[src/rtl/reg_write_arbiter.sv]
// reg_write_arbiter
//   Round-robin arbiter that merges write-back requests from several producers
//   (ALU, load unit, ...) onto the single register-file write port, and decodes
//   the winning register id into a registered one-hot wordline with aligned data.
//
// Parameters
//   NUM_REGS  : number of registers (power of two, 2..64)
//   ID_W      : register id width, normally log2(NUM_REGS)
//   DATA_W    : write data width
//   NUM_PORTS : number of requesting producers (1..4)
//   ZERO_REG  : 1 = writes to register 0 are consumed but never drive a wordline
//
// Ports
//   clk          : rising-edge clock
//   rst_n        : asynchronous active-low reset
//   wr_valid_i   : per-port write request
//   wr_id_i      : per-port register id, port p at [p*ID_W +: ID_W]
//   wr_data_i    : per-port write data, port p at [p*DATA_W +: DATA_W]
//   wr_ready_o   : per-port grant, combinational, one-hot or zero
//   wordline_o   : registered one-hot register write enable
//   wdata_o      : registered write data, aligned with wordline_o
//   wr_err_o     : registered one-cycle pulse for an out-of-range accepted id
//   stall_cnt_o  : saturating count of cycles where a valid port was not granted
//   stall_clr_i  : synchronous clear of stall_cnt_o
module reg_write_arbiter #(
  parameter int NUM_REGS  = 16,
  parameter int ID_W      = 4,
  parameter int DATA_W    = 16,
  parameter int NUM_PORTS = 2,
  parameter int ZERO_REG  = 0
) (
  input  logic                      clk,
  input  logic                      rst_n,
  input  logic [NUM_PORTS-1:0]      wr_valid_i,
  input  logic [NUM_PORTS*ID_W-1:0] wr_id_i,
  input  logic [NUM_PORTS*DATA_W-1:0] wr_data_i,
  output logic [NUM_PORTS-1:0]      wr_ready_o,
  output logic [NUM_REGS-1:0]       wordline_o,
  output logic [DATA_W-1:0]         wdata_o,
  output logic                      wr_err_o,
  output logic [7:0]                stall_cnt_o,
  input  logic                      stall_clr_i
);

  localparam int PTR_W = (NUM_PORTS > 1) ? $clog2(NUM_PORTS) : 1;

  logic [PTR_W-1:0]     rrPtr_q, rrPtr_d;
  logic [NUM_PORTS-1:0] grant;
  logic [PTR_W-1:0]     grantIdx;
  logic                 grantAny;
  logic [PTR_W-1:0]     scanIdx;
  logic [ID_W-1:0]      selId;
  logic [DATA_W-1:0]    selData;
  logic                 inRange;
  logic                 stallEvent;

  logic [NUM_REGS-1:0]  wordline_q, wordline_d;
  logic [DATA_W-1:0]    wdata_q, wdata_d;
  logic                 wrErr_q, wrErr_d;
  logic [7:0]           stallCnt_q, stallCnt_d;

  // Round-robin scan: start at rrPtr_q and take the first valid port found,
  // wrapping modulo NUM_PORTS. With a single port this degenerates to
  // ready = valid, so the lone producer is never held off.
  always_comb begin
    grant    = '0;
    grantIdx = '0;
    grantAny = 1'b0;
    scanIdx  = '0;
    for (int off = 0; off < NUM_PORTS; off++) begin
      scanIdx = PTR_W'((int'(rrPtr_q) + off) % NUM_PORTS);
      if (!grantAny && wr_valid_i[scanIdx]) begin
        grantAny        = 1'b1;
        grant[scanIdx]  = 1'b1;
        grantIdx        = scanIdx;
      end
    end
  end

  assign wr_ready_o = grant;

  // AND-OR mux of the winning port's id and data; grant is one-hot or zero,
  // so at most one term contributes.
  always_comb begin
    selId   = '0;
    selData = '0;
    for (int p = 0; p < NUM_PORTS; p++) begin
      if (grant[p]) begin
        selId   = wr_id_i[p*ID_W +: ID_W];
        selData = wr_data_i[p*DATA_W +: DATA_W];
      end
    end
  end

  // Only reachable when ID_W is wider than log2(NUM_REGS).
  assign inRange = ({1'b0, selId} < (ID_W+1)'(NUM_REGS));

  // A valid port that lost arbitration this cycle counts as a stall.
  assign stallEvent = |(wr_valid_i & ~grant);

  // Next-state for the pointer, the decoded write and the stall counter.
  // The pointer moves just past the winner so every port gets a fair turn;
  // wdata keeps its old value when nothing is transferred.
  always_comb begin
    rrPtr_d    = rrPtr_q;
    wordline_d = '0;
    wdata_d    = wdata_q;
    wrErr_d    = 1'b0;
    stallCnt_d = stallCnt_q;

    if (grantAny) begin
      rrPtr_d = (grantIdx == PTR_W'(NUM_PORTS-1)) ? '0 : grantIdx + PTR_W'(1);
      wdata_d = selData;
      if (!inRange) begin
        wrErr_d = 1'b1;
      end else if (!(ZERO_REG != 0 && selId == '0)) begin
        wordline_d = NUM_REGS'(1) << selId;
      end
    end

    if (stall_clr_i) begin
      stallCnt_d = 8'd0;
    end else if (stallEvent && stallCnt_q != 8'hFF) begin
      stallCnt_d = stallCnt_q + 8'd1;
    end
  end

  // State registers. Reset drops wordline at once so a write in flight when
  // reset hits never reaches the register file.
  always_ff @(posedge clk or negedge rst_n) begin
    if (!rst_n) begin
      rrPtr_q    <= '0;
      wordline_q <= '0;
      wdata_q    <= '0;
      wrErr_q    <= 1'b0;
      stallCnt_q <= 8'd0;
    end else begin
      rrPtr_q    <= rrPtr_d;
      wordline_q <= wordline_d;
      wdata_q    <= wdata_d;
      wrErr_q    <= wrErr_d;
      stallCnt_q <= stallCnt_d;
    end
  end

  assign wordline_o  = wordline_q;
  assign wdata_o     = wdata_q;
  assign wr_err_o    = wrErr_q;
  assign stall_cnt_o = stallCnt_q;

endmodule

[config.mk]
export PLATFORM = sky130hd
export DESIGN_NAME = reg_write_arbiter
export DESIGN_NICKNAME = d
export VERILOG_FILES = /design/src/rtl/reg_write_arbiter.sv
export SDC_FILE = /design/constraint.sdc
export NUM_CORES = 1
export LEC_CHECK = 0
export BUFFER_PORTS_ARGS = -buffer_cell sky130_fd_sc_hd__buf_2
export CAP_MARGIN = 15
export CELL_PAD_IN_SITES_DETAIL_PLACEMENT = 0
export CELL_PAD_IN_SITES_GLOBAL_PLACEMENT = 2
export CORE_MARGIN = 4
export CORE_UTILIZATION = 29
export DETAILED_ROUTE_END_ITERATION = 7
export GPL_TIMING_DRIVEN = 0
export PLACE_DENSITY = 0.92
export SLEW_MARGIN = 30
export SYNTH_ARGS = -nofsm -noshare
export SYNTH_HDL_FRONTEND = slang
export SYNTH_SLANG_ARGS = --single-unit
export TNS_END_PERCENT = 30
[constraint.sdc]
create_clock -name clk -period 4.55 [get_ports clk]
set_clock_uncertainty 0.2 [all_clocks]
set_input_delay 0.91 -clock clk [delete_from_list [all_inputs] [get_ports clk]]
set_output_delay 0.91 -clock clk [all_outputs]
set_load 0.02 [all_outputs]
# Word level (Yosys, flattened, before mapping)
# Index checks and enable logic that the tools add are counted.
# word_totals
register_bits	41
input_bits	45
output_inout_bits	43
word_cells	45
# classes
addsub	3
magnitude_cmp	4
eq_ne	1
shifts	1
muxes	22
bitwise	3
n_reduce_logical	7
# ops
cell	n
2-to-1 mux 16 bit	3
2-to-1 mux 8 bit	2
<< shifter 1 x 4 -> 16 bit (first input constant)	1
2-to-1 mux 1 bit	11
adder 8 x 1 -> 8 bit (second input constant)	1
2-to-1 mux 4 bit	2
!= test 8 bit (second input constant)	1
logical AND 1 bit	4
< comparator 1 x 2 -> 1 bit (second input constant)	2
2-to-1 mux 2 bit	2
adder 1 bit (second input constant)	2
bitwise AND 2 bit	1
demux 1 bit (select 1 bit)	2
>= comparator 1 bit (second input constant)	2
NOT 2 bit	1
bitwise OR 2 bit	1
nonzero test 2 bit	1
OR reduction 2 bit	1
logical NOT 1 bit	1

# Depth between registers and ports, before layout
# depth
depth_word	13
depth_mapped	7
ltp_nobuf	5

# Least setup slack after synthesis
# No wires, ideal clock.
# synth_path
kind	input to output
start	input wr_valid_i[1]
end	output wr_ready_o[0]
t_arrival_ns	1.456
t_required_ns	3.440
path_slack_ns	1.984
stages	4
path_buffers	2
path_cell_list	buf_4 > a21bo_1 > buf_2 > inv_2
# synth_via
elab_chain_cells	6
elab_cells_between_ends	10
cone_classes	mux (7); bitwise (1); reduce/logical (2)
# synth_lines
item	line_no	rtl
from (decl)	34	input logic [NUM_PORTS-1:0] wr_valid_i,
2-to-1 mux 1 bit (implied by the code) (2 in a row)	72	if (!grantAny && wr_valid_i[scanIdx]) begin
2-to-1 mux 1 bit	72	
logical NOT 1 bit	72	
logical AND 1 bit	72	
2-to-1 mux 2 bit *	72	
to (decl)	37	output logic [NUM_PORTS-1:0] wr_ready_o,
# Every way passes the cells marked *; elsewhere a longest branch is shown, timed or not. The select of a mux whose other input is x is not followed.

# Final worst setup path
# layout_path
start	input wr_valid_i[0]
end	output wr_ready_o[1]
# The elaborated chain is that of the path after synthesis.

==> impl_results.md <==
- Synthesized area per cell: 10.08 um^2
- Initial DRC Count: 36
- Overflow left after global routing: 0
- Share of final-layout standard cells stronger than drive strength 1: 41.49%
- RePlAce Congestion: 0.6544
- Fill count: 656
- Number of antenna violations at the first check in global routing: 0
- Die boundary height: 89.25 um
- Power per cell area: 335.7 nW/um^2
- Number of gates given a new drive strength after cts: 0
- First-pass DRT Iterations: 4
- CTS tree: built
- Setup tns final: 0 ns
- Post-detailed-route DRC marker count: 0
- Fraction of the yosys area taken by sequential cells: 53.59%
- Category of the most critical setup path: in -> out
- Flops & latches, synth: 41
- Remaining number of nets flagged by the antenna check after routing: 0
- Hold Path Class: in -> async
- Multi-input gate area in the final layout: 812.0 um^2
- Clock-pin slew on the worst setup and hold paths: 0.08 ns
- Port buffer count: 84
- Tightest slew margin relative to the limit: 66.11%
- Net count reported at finish: 327
- GR Util All Layers: 12.56%
- Final count of pins violating max slew: 0
- Clock H-tree levels: 2
- Boundary pin count: 88
- Post-route clock period utilization: 61.14%
- Area of the die: 7965 um^2
- Worst reg-to-reg path cell count: 5
- Maximum root-to-sink buffer count: 2
- Kind of end point of the critical path: output pin
- Worst EP required: 3.44 ns
- Via count of the first global-routing pass: 1669
- Number of clock buffers inserted by TritonCTS: 5
- Detailed placement HPWL: 3662 um
- Slew of the pin with the lowest slew margin: 0.4956 ns
- Number of inserted diodes: 0
- Area of the core region: 6386 um^2
- Routed wirelength normalized by instance count: 13.82 um
- Count of standard-cell rows: 29
- Post-Synthesis Cell Area: 1914 um^2
- Register area: 1026 um^2
- Total of endpoints with negative setup slack in the final report: 0
- Number of distinct library cells after synthesis: 34
- Biggest fanout along the worst timing path: 5
- Count of final hold-check violations: 0
- Effective utilization at floorplan: 29.98%
- Result of the run: completed
- Crit path launch type: input port
- Max_cap viols: 0
- Cts hold-fix bufs: 0
- Min Tclk post-route: 2.782 ns
- Leakage dissipation: 1.281 nW
- Detailed-route vias per instance: 4.774
- Commonest non-fill, non-tap cell in the layout: buf_2
- Buffers inserted by post-CTS timing repair: 0
- Synthesized Nets: 236
- RSZ-0062 raised after global routing: no
- Yosys warning total: 0
- Hold WS: 0.3851 ns
- Root buf cell: clkbuf_8
- First-pass GRT wire length: 7748 um
- CTS Sinks: 41
- Cell count after synthesis: 190
- Achievable frequency: 0.3595 GHz
- Worst vdd ir: 0.0001552 V
- Pin count of the biggest net entering global routing: 42
- Routed wire length: 4960 um
- Via count: 1714
- Endpoint arrival time on the critical path: 1.67 ns
- Horizontal extent of the die: 89.25 um
- Synthesis-to-layout area growth: 32.42%
- Leading cell types in the layout, fill and taps excluded: buf_2, nor2_1, dfrtp_1, mux2_2, o22ai_1
- Clock latency of the later-clocked register in the worst-skew pair: 0.28 ns
## final cells by class
type                       instances  area share (%)
clock buffer                       7           3.801
multi-input combinational        132           32.03
timing repair buffer              84           16.68
inverter                           6          0.8885
sequential                        41           40.47
clock inverter                     1          0.1974
tap                               77           3.801
buffer                            11           2.122
## final timing paths
| kind | from | end | slack, ns |
|---|---|---|---|
| max in group asynchronous | rst_n | wordline_o[7]$_DFF_PN0_ | 3.39 |
| setup / recovery | wr_valid_i[0] | wr_ready_o[1] | 1.77 |
| setup reg to reg | stall_cnt_o[0]$_DFFE_PN0P_ | stall_cnt_o[5]$_DFFE_PN0P_ | 2.64 |
| min in group clk | stall_cnt_o[6]$_DFFE_PN0P_ | stall_cnt_o[6]$_DFFE_PN0P_ | 0.39 |
| hold / removal | rst_n | stall_cnt_o[4]$_DFFE_PN0P_ | 0.39 |
| hold reg to reg | stall_cnt_o[6]$_DFFE_PN0P_ | stall_cnt_o[6]$_DFFE_PN0P_ | 0.39 |
## power by group
group	switching, mW	internal, mW
combinational	0.112	0.0731
sequential	0.0138	0.391
clock	0.124	0.137
## worst max-delay path: stages
cell and delay, ns:
buf_2 0.12, nand2b_1 0.11, and2_0 0.14, clkbuf_1 0.19, buf_2 0.21
## per-layer routing
metal  routed length, um  vias up  GRT usage (%)
met5                   0        -              0
met4                  37        0          3.654
met3                 410        5          4.332
met2                2174       61          18.75
met1                2338      810          17.22
li1                    -      838              -
## Yosys cell counts
| cell type | n | area (um^2) |
|---|---|---|
| mux2i_1 | 2 | 20.02 |
| inv_1 | 5 | 18.77 |
| nand2b_1 | 4 | 25.02 |
| buf_1 | 2 | 7.510 |
| nor2b_1 | 1 | 6.260 |
| nor3_1 | 2 | 10.01 |
| buf_2 | 4 | 20.02 |
| or2_1 | 1 | 6.260 |
| o21ai_0 | 1 | 5.000 |
| o31ai_1 | 2 | 15.01 |
| buf_4 | 2 | 15.01 |
| a21bo_1 | 1 | 10.01 |
| a21oi_1 | 2 | 10.01 |
| o21ba_2 | 1 | 10.01 |
| ha_1 | 1 | 12.51 |
| a2111oi_0 | 2 | 17.52 |
| a32oi_1 | 4 | 35.03 |
| nand3_1 | 4 | 20.02 |
| nand2_1 | 5 | 18.77 |
| a31oi_1 | 2 | 12.51 |
| o2111ai_1 | 1 | 8.760 |
| mux2_2 | 16 | 180.2 |
| nor2_1 | 53 | 198.9 |
| and2_0 | 1 | 6.260 |
| o21a_1 | 2 | 15.01 |
| o21bai_4 | 1 | 18.77 |
| conb_1 | 1 | 3.750 |
| nand4_1 | 1 | 6.260 |
| clkbuf_1 | 3 | 11.26 |
| inv_2 | 1 | 3.750 |
| xor2_1 | 2 | 17.52 |
| or4_1 | 3 | 22.52 |
| dfrtp_1 | 41 | 1026 |
| o22ai_1 | 16 | 100.1 |
## sequential cells by signal (all words and copies together) (netlist names), named ones only
register / flops
stall_cnt_o: 8
wdata_o: 16
wordline_o: 16
## cells by family after synthesis
logic type                 Yosys count  synth area share (%)
DFF                                 41                 53.59
xor gates and xnor gates             2                0.9152
and+or+nand+nor                     75                 16.73
AOI/OAI and AO/OA                   35                 13.46
adders and majority gates            1                0.6535
buffers and inverters               17                 3.987
other                                1                0.1959
muxes                               18                 10.46
## metrics by stage
stage | util (%) | power (mW) | setup slack, ns | cells | cell area (um^2)
final | 39.69 | 0.8509 | 1.768 | 359 | 2535
after global routing | 39.69 | 0.9010 | 1.685 | 359 | 2535
after CTS | 39.66 | 0.8684 | 1.746 | 359 | 2532
after detailed placement | 38.07 | 0.5997 | 1.748 | 351 | 2431
after global placement | 38.07 | 0.5975 | 1.743 | 351 | 2431
after floorplan | - | 0.5237 | 1.984 | 190 | 1914
Note: power is estimated with default switching activity, not from simulation.
